**config.mk**
```make
export PLATFORM = sky130hd
export DESIGN_NAME = fetch_unit_flat
export DESIGN_NICKNAME = d
export VERILOG_FILES = /design/src/rtl/fetch_unit_if.sv /design/src/rtl/fetch_unit.sv /design/src/flat_wrapper.sv
export SDC_FILE = /design/constraint.sdc
export NUM_CORES = 1
export LEC_CHECK = 0
export CAP_MARGIN = 0
export CORE_ASPECT_RATIO = 1.5
export CORE_UTILIZATION = 46
export DETAILED_ROUTE_END_ITERATION = 10
export DONT_BUFFER_PORTS = 1
export SYNTH_ARGS = -nofsm -noshare
export SYNTH_HDL_FRONTEND = slang
export SYNTH_SLANG_ARGS = --single-unit
```
**constraint.sdc**
```tcl
create_clock -name clk -period 7.5 [get_ports clk]
set_input_delay 1.5 -clock clk [delete_from_list [all_inputs] [get_ports clk]]
set_output_delay 1.5 -clock clk [all_outputs]
set_load 0.05 [all_outputs]
```
**src/rtl/fetch_unit_if.sv**
```systemverilog
// Fetch-stage bus: instruction-memory port, redirect input and decode-side
// valid/ready instruction handshake. master = fetch unit, slave = environment.
interface fetch_unit_if #(
  parameter int unsigned ADDR_W = 16,
  parameter int unsigned DATA_W = 32
);
  logic [ADDR_W-1:0] imem_addr;
  logic [DATA_W-1:0] imem_rdata;
  logic              redirect_valid;
  logic [ADDR_W-1:0] redirect_target;
  logic              inst_valid;
  logic              inst_ready;
  logic [DATA_W-1:0] inst_data;
  logic [ADDR_W-1:0] inst_pc;
  logic              misalign_err;

  modport master (
    output imem_addr, inst_valid, inst_data, inst_pc, misalign_err,
    input  imem_rdata, redirect_valid, redirect_target, inst_ready
  );

  modport slave (
    input  imem_addr, inst_valid, inst_data, inst_pc, misalign_err,
    output imem_rdata, redirect_valid, redirect_target, inst_ready
  );
endinterface

```
**src/rtl/fetch_unit.sv**
```systemverilog
// Instruction fetch stage: PC, combinational imem access and a small instruction queue.
// Define FETCH_MISALIGN_TRAP_EN to trap misaligned redirects into a sticky HALT.
module fetch_unit #(
  parameter int unsigned       ADDR_W      = 16,
  parameter int unsigned       DATA_W      = 32,
  parameter logic [ADDR_W-1:0] RESET_PC    = '0,
  parameter int unsigned       QUEUE_DEPTH = 2
) (
  input logic         clk,
  input logic         rst_n,
  fetch_unit_if.master bus
);

  localparam int unsigned PTR_W = (QUEUE_DEPTH > 1) ? $clog2(QUEUE_DEPTH) : 1;
  localparam int unsigned CNT_W = $clog2(QUEUE_DEPTH + 1);
  localparam logic [CNT_W-1:0] DEPTH_C = CNT_W'(QUEUE_DEPTH);

  typedef enum logic {RUN, HALT} state_t;

  state_t            state, state_n;
  logic [ADDR_W-1:0] pc;
  logic [CNT_W-1:0]  count;
  logic [PTR_W-1:0]  rd_ptr, wr_ptr;
  logic [DATA_W-1:0] q_data [QUEUE_DEPTH];
  logic [ADDR_W-1:0] q_pc   [QUEUE_DEPTH];

  logic              valid;
  logic              pop, push, flush, trap;
  logic [ADDR_W-1:0] target_aligned;

  assign valid          = (count != '0);
  assign target_aligned = {bus.redirect_target[ADDR_W-1:2], 2'b00};

  always_comb begin
    state_n = state;
    flush   = 1'b0;
    push    = 1'b0;
    trap    = 1'b0;
    pop     = valid & bus.inst_ready;
    case (state)
      RUN: begin
        if (bus.redirect_valid) begin
          flush = 1'b1;
`ifdef FETCH_MISALIGN_TRAP_EN
          if (bus.redirect_target[1:0] != 2'b00) begin
            trap    = 1'b1;
            state_n = HALT;
          end
`endif
        end else begin
          push = (count < DEPTH_C) | pop;
        end
      end
      HALT: ;
      default: state_n = RUN;
    endcase
  end

  always_ff @(posedge clk or negedge rst_n) begin
    if (!rst_n) state <= RUN;
    else        state <= state_n;
  end

  // Redirect wins over any same-cycle push/pop; a popped head in that cycle is dropped.
  always_ff @(posedge clk or negedge rst_n) begin
    if (!rst_n) begin
      pc     <= RESET_PC;
      count  <= '0;
      rd_ptr <= '0;
      wr_ptr <= '0;
    end else if (flush) begin
      pc     <= target_aligned;
      count  <= '0;
      rd_ptr <= '0;
      wr_ptr <= '0;
    end else begin
      if (push) begin
        pc     <= pc + ADDR_W'(4);
        wr_ptr <= wr_ptr + PTR_W'(1);
      end
      if (pop) rd_ptr <= rd_ptr + PTR_W'(1);
      case ({push, pop})
        2'b10:   count <= count + CNT_W'(1);
        2'b01:   count <= count - CNT_W'(1);
        default: count <= count;
      endcase
    end
  end

  always_ff @(posedge clk) begin
    if (push) begin
      q_data[wr_ptr] <= bus.imem_rdata;
      q_pc[wr_ptr]   <= pc;
    end
  end

`ifdef FETCH_MISALIGN_TRAP_EN
  logic misalign;
  always_ff @(posedge clk or negedge rst_n) begin
    if (!rst_n)    misalign <= 1'b0;
    else if (trap) misalign <= 1'b1;
  end
  assign bus.misalign_err = misalign;
`else
  logic unused_trap;
  assign unused_trap      = trap ^ (^bus.redirect_target[1:0]);
  assign bus.misalign_err = 1'b0;
`endif

  assign bus.imem_addr  = pc;
  assign bus.inst_valid = valid;
  assign bus.inst_data  = valid ? q_data[rd_ptr] : '0;
  assign bus.inst_pc    = valid ? q_pc[rd_ptr]   : '0;

endmodule

```
**src/flat_wrapper.sv**
```systemverilog
// flat-port wrapper written by rule: the top's interface ports become plain ports
module fetch_unit_flat 
#(
  parameter int unsigned       ADDR_W      = 16,
  parameter int unsigned       DATA_W      = 32,
  parameter logic [ADDR_W-1:0] RESET_PC    = '0,
  parameter int unsigned       QUEUE_DEPTH = 2
)
  (clk, rst_n, bus_imem_addr, bus_inst_valid, bus_inst_data, bus_inst_pc, bus_misalign_err, bus_imem_rdata, bus_redirect_valid, bus_redirect_target, bus_inst_ready);
  fetch_unit_if #(.ADDR_W(ADDR_W), .DATA_W(DATA_W)) bus_i ();
  input logic clk;
  input logic rst_n;
  output wire logic [$bits(bus_i.imem_addr)-1:0] bus_imem_addr;
  output wire logic [$bits(bus_i.inst_valid)-1:0] bus_inst_valid;
  output wire logic [$bits(bus_i.inst_data)-1:0] bus_inst_data;
  output wire logic [$bits(bus_i.inst_pc)-1:0] bus_inst_pc;
  output wire logic [$bits(bus_i.misalign_err)-1:0] bus_misalign_err;
  input wire logic [$bits(bus_i.imem_rdata)-1:0] bus_imem_rdata;
  input wire logic [$bits(bus_i.redirect_valid)-1:0] bus_redirect_valid;
  input wire logic [$bits(bus_i.redirect_target)-1:0] bus_redirect_target;
  input wire logic [$bits(bus_i.inst_ready)-1:0] bus_inst_ready;
  assign bus_imem_addr = bus_i.imem_addr;
  assign bus_inst_valid = bus_i.inst_valid;
  assign bus_inst_data = bus_i.inst_data;
  assign bus_inst_pc = bus_i.inst_pc;
  assign bus_misalign_err = bus_i.misalign_err;
  assign bus_i.imem_rdata = bus_imem_rdata;
  assign bus_i.redirect_valid = bus_redirect_valid;
  assign bus_i.redirect_target = bus_redirect_target;
  assign bus_i.inst_ready = bus_inst_ready;
  fetch_unit #(.ADDR_W(ADDR_W), .DATA_W(DATA_W), .RESET_PC(RESET_PC), .QUEUE_DEPTH(QUEUE_DEPTH)) u_core (.clk(clk), .rst_n(rst_n), .bus(bus_i));
endmodule
```
# Word-level counts from Yosys, hierarchy flattened
# Memory sizes are Yosys's and may differ from the RTL's.
# Index checks and enable logic that the tools add are counted.
# totals
out_inout_bits,66
n_memories,2
ramBits,96
word_cells,34
register_bits,20
# mem_list
memory,depth,width,rd,rd_ports_with_merged_regs,wr,line_no,rtl
u_core.q_data,2,32,1,0,1,fetch_unit.sv:24,logic [DATA_W-1:0] q_data [QUEUE_DEPTH];
u_core.q_pc,2,16,1,0,1,fetch_unit.sv:25,logic [ADDR_W-1:0] q_pc [QUEUE_DEPTH];
# classes
bitwise,2
n_reduce_logical,4
addsub,5
order_cmp,1
n_mux,14
eq_ne,2
# op_table
op,count
$mux 16,3
$mux 32,1
$add 16x3->16 const B,1
$mux 1,8
$reduce_bool 2->1,3
$pmux 2 s2,1
$reduce_bool 3->1,1
$add 1x1->1 const B,2
$add 2x1->2 const B,1
$eq 2x1->1 const B,1
$eq 2x2->1 const B,1
$lt 2x2->1 const B,1
$mux 2,1
$sub 2x1->2 const B,1
$and 1x1->1,1
$or 1x1->1,1

# Longest topological paths before layout
# logic_depth
word_depth,7
depth_mapped,7
ltp_nobuf,7

# Least setup slack after synthesis
# Ideal clock, no wire load.
# synth_path
path_type,input-to-reg
from,input bus_redirect_valid
to,memory u_core.q_data[0][0] (enable)
arrival_ns,3.792
path_stages,4
setup_slack_ns,3.258
n_path_buf,1
setup_ns,0.449
t_required_ns,7.051
cell_sequence,clkbuf_1 inv_1 nand2_1 nor2_1
# synth_via
elab_chain_len,3
# synth_lines
item,line_no,rtl
from (decl),flat_wrapper.sv:19,input wire logic [$bits(bus_i.redirect_valid)-1:0] bus_redirect_valid;
$mux 1,fetch_unit.sv:42,if (bus.redirect_valid) begin
$mux 1,fetch_unit.sv:91,if (push) begin
$mux 1 (not written as such),fetch_unit.sv:92,q_data[wr_ptr] <= bus.imem_rdata;
to (decl),fetch_unit.sv:24,
# No other way between the ends.

# Worst setup path in the final report
# layout_path
from,register u_core.rd_ptr
to,output bus_inst_pc[11]
# layout_via
elab_chain_len,2
# layout_lines
item,line_no,rtl
from (decl),fetch_unit.sv:23,"logic [PTR_W-1:0] rd_ptr, wr_ptr;"
from (signal assigned),fetch_unit.sv:81,if (pop) rd_ptr <= rd_ptr + PTR_W'(1);
$mem_v2 2x16,--,
$mux 16,fetch_unit.sv:113,assign bus.inst_pc = valid ? q_pc[rd_ptr] : '0;
to (decl),flat_wrapper.sv:16,output wire logic [$bits(bus_i.inst_pc)-1:0] bus_inst_pc;
# No other way between the ends.

==> out/qor.yml <==
status: "finished clean"
finalCritPeriodShare_pct: 51.4
worstReg2RegStart: "u_core.count[0]"
cts_made_buffers: 9
synth_cells: 310
fp-row-count: 44
rsz0062_at_grt: "no"
cp_max_fo: 44
die_h_um: 124
dpl.hpwl_mm: 5.11
start_util_pct: 47.0
n_fill_cell: 824
fmax_ghz: 0.259
netlist_area_mm2: 0.00453
wl_per_cell_um: 18.6
pre_cts_ws_ns: 4.01
coreArea_mm2: 0.00963
wl_met3_um: 503
tns_ns: 0
clock_path_buffers: 2
startpoint_type: "flop"
synth_cell_types: 35
cts_tree: "done"
drv_cap: 0
dpl.cell_count: 413
die_x_um: 83.0
drtAntennaViolNets: 0
grt-ovfl-total: 0
timing_hold_violations_final: 0
syn_avg_cell_area_um2: 14.6
synthFlopType: "edfxtp_1"
cts.clk_slew.worst_paths_ns: 0.07
worst_pin_slew_ns: 1.14
nets: 363
stdcell_area_mm2: 0.00491
pin_count: 118
hold-worst-slack_ns: 0.605
drtIter0Drc: 81
grt_pass1_vias: 2363
arrival_ns: 2.35
drv_slew: 0
postCtsResizedCells: 0
diodes: 0
hold_buffers: 0
synth_edf_count: 92
clock_sinks: 110
synth_common_cells: "92 x edfxtp_1, 56 x nor2_1, 47 x mux2i_1"
peakVddDrop_mv: 0.262
antenna_found_initial: 0
startpoint: "u_core.rd_ptr"
maxUsedRoutingLayer: "met4"
gp_congestion: 0.753
ys_seq_area_share_pct: 70.9
io_buffers: 0
clockRootBuffer: "clkbuf_16"
powerDensity_mw_per_mm2: 425
finalCriticalPeriod_ns: 3.85
end_kind: "output pin"
relSlewSlack_pct: 24.0
vias_per_cell: 5.45
synth_area_leader_cell: "edfxtp_1"
wl_met1_mm: 3.08
async_reset_ff_share_pct: 16.4
drive_above_1_share_pct: 9.55
grt_use_total_pct: 16.0
setup_violations: 0
wl_met2_mm: 4.19
synth_area_leaders: "edfxtp_1 61%, mux2i_1 10%, dfrtp_1 9.9%"
num_vias: 2340
drc: 0
p_leak_nw: 1.66
grt_max_degree: 48
dieArea_mm2: 0.0103
totalWireLength_mm: 7.96
synth_top_area_share_pct: 61.0
placed_cell_area_mm2: 0.00463
post-cts-setup-buffers: 0
cp.required_ns: 6.00
worst_skew_pair.late_latency_ns: 0.34
finClkSkew_ns: 0.00400
synth-seq-cells: 110
fin_ws_ns: 3.65
hold_start: "u_core.rd_ptr"
ys_warn_count: 0
synthToLayoutAreaGrowth_pct: 8.34
hold_path.class: "flop to flop"
first_pass_iters: 6
stdcell_count: 429
synth_most_common_cell: "edfxtp_1"
path_class: "flop to output pin"
cts_htree_levels: 3
grt_first_pass_wirelength_mm: 12.2
[worst max-delay path: stages (launching register included)]
cell and delay, ns:
dfrtp_2 0.41, buf_4 0.62, mux2i_1 0.17, nor2_1 0.78
[metrics by stage]
stage               total power [mW]  utilization (%)
floorplan                       1.58                -
global placement                1.66             48.1
detailed placement              1.67             48.1
CTS                             2.11             51.0
global route                    2.18             51.0
finish                          2.09             51.0
[where the power goes]
group          leakage (nW)  internal (mW)  total (mW)  switching, mW
registers              1.08          0.771       0.857         0.0851
logic                 0.435          0.135       0.792          0.657
clock network         0.142          0.240       0.440          0.200
total                  1.66           1.15        2.09          0.942
[registers in the layout (all words and copies together) (netlist names)]
name / count
u_core.wr_ptr: 1
u_core.bus.imem_addr: 14
u_core.count: 2
u_core.q_data: 64
u_core.q_pc: 28
u_core.rd_ptr: 1
[cell type report]
cell class	instances	area, um^2	share of cell area, %
multi-input combinational	179	1230	25.1
tap	115	144	2.93
timing repair buffer	3	22.5	0.459
clock buffer	11	253	5.15
inverter	6	22.5	0.459
sequential	110	3210	65.5
clock inverter	5	23.8	0.484
[cells by family after synthesis]
| kind of cell | count (synthesis) | share of synthesized area [%] |
|---|---|---|
| DFF | 110 | 70.9 |
| and+or+nand+nor | 93 | 10.3 |
| muxes | 47 | 10.4 |
| buffers and inverters | 25 | 2.79 |
| AOI/OAI and AO/OA | 17 | 2.10 |
| xor gates and xnor gates | 15 | 2.90 |
| adders and majority gates | 2 | 0.552 |
| other | 1 | 0.0827 |
[final timing paths]
| path | endpoint | slack, ns | cells after the start |
|---|---|---|---|
| worst max register to register | u_core.count[1] | 4.33 | 6 |
| min in group asynchronous | u_core.bus.imem_addr[6] | 0.85 | 0 |
| max in group asynchronous | u_core.rd_ptr | 6.57 | 0 |
| worst min-delay path | u_core.rd_ptr | 0.61 | 2 |
| worst max-delay path | bus_inst_pc[11] | 3.65 | 3 |
| worst min register to register | u_core.rd_ptr | 0.61 | 2 |
[per-layer routing]
layer	vias up	GRT usage, %
met2	76	27.7
met5	-	0
met3	16	5.74
li1	1099	-
met1	1149	17.0
met4	0	8.84
[placed cells by master (no fill, tap or decap), types with 2 or more instances in the layout]
| cell type | Yosys | routed |
|---|---|---|
| buf_4 | 5 | 3 |
| clkbuf_16 | 0 | 9 |
| clkbuf_8 | 0 | 2 |
| clkinv_2 | 0 | 4 |
| conb_1 | 1 | 5 |
| dfrtp_1 | 18 | 17 |
| edfxtp_1 | 92 | 92 |
| ha_1 | 2 | 2 |
| inv_1 | 6 | 6 |
| mux2i_1 | 47 | 47 |
| nand2_1 | 18 | 18 |
| nand3_1 | 3 | 3 |
| nand4_1 | 2 | 2 |
| nor2_1 | 56 | 53 |
| nor2_4 | 0 | 3 |
| nor4_2 | 3 | 3 |
| o21ai_0 | 4 | 4 |
| o21ai_1 | 9 | 9 |
| xnor2_1 | 13 | 13 |
| xor2_1 | 2 | 2 |
(Power assumes the default switching activity.)
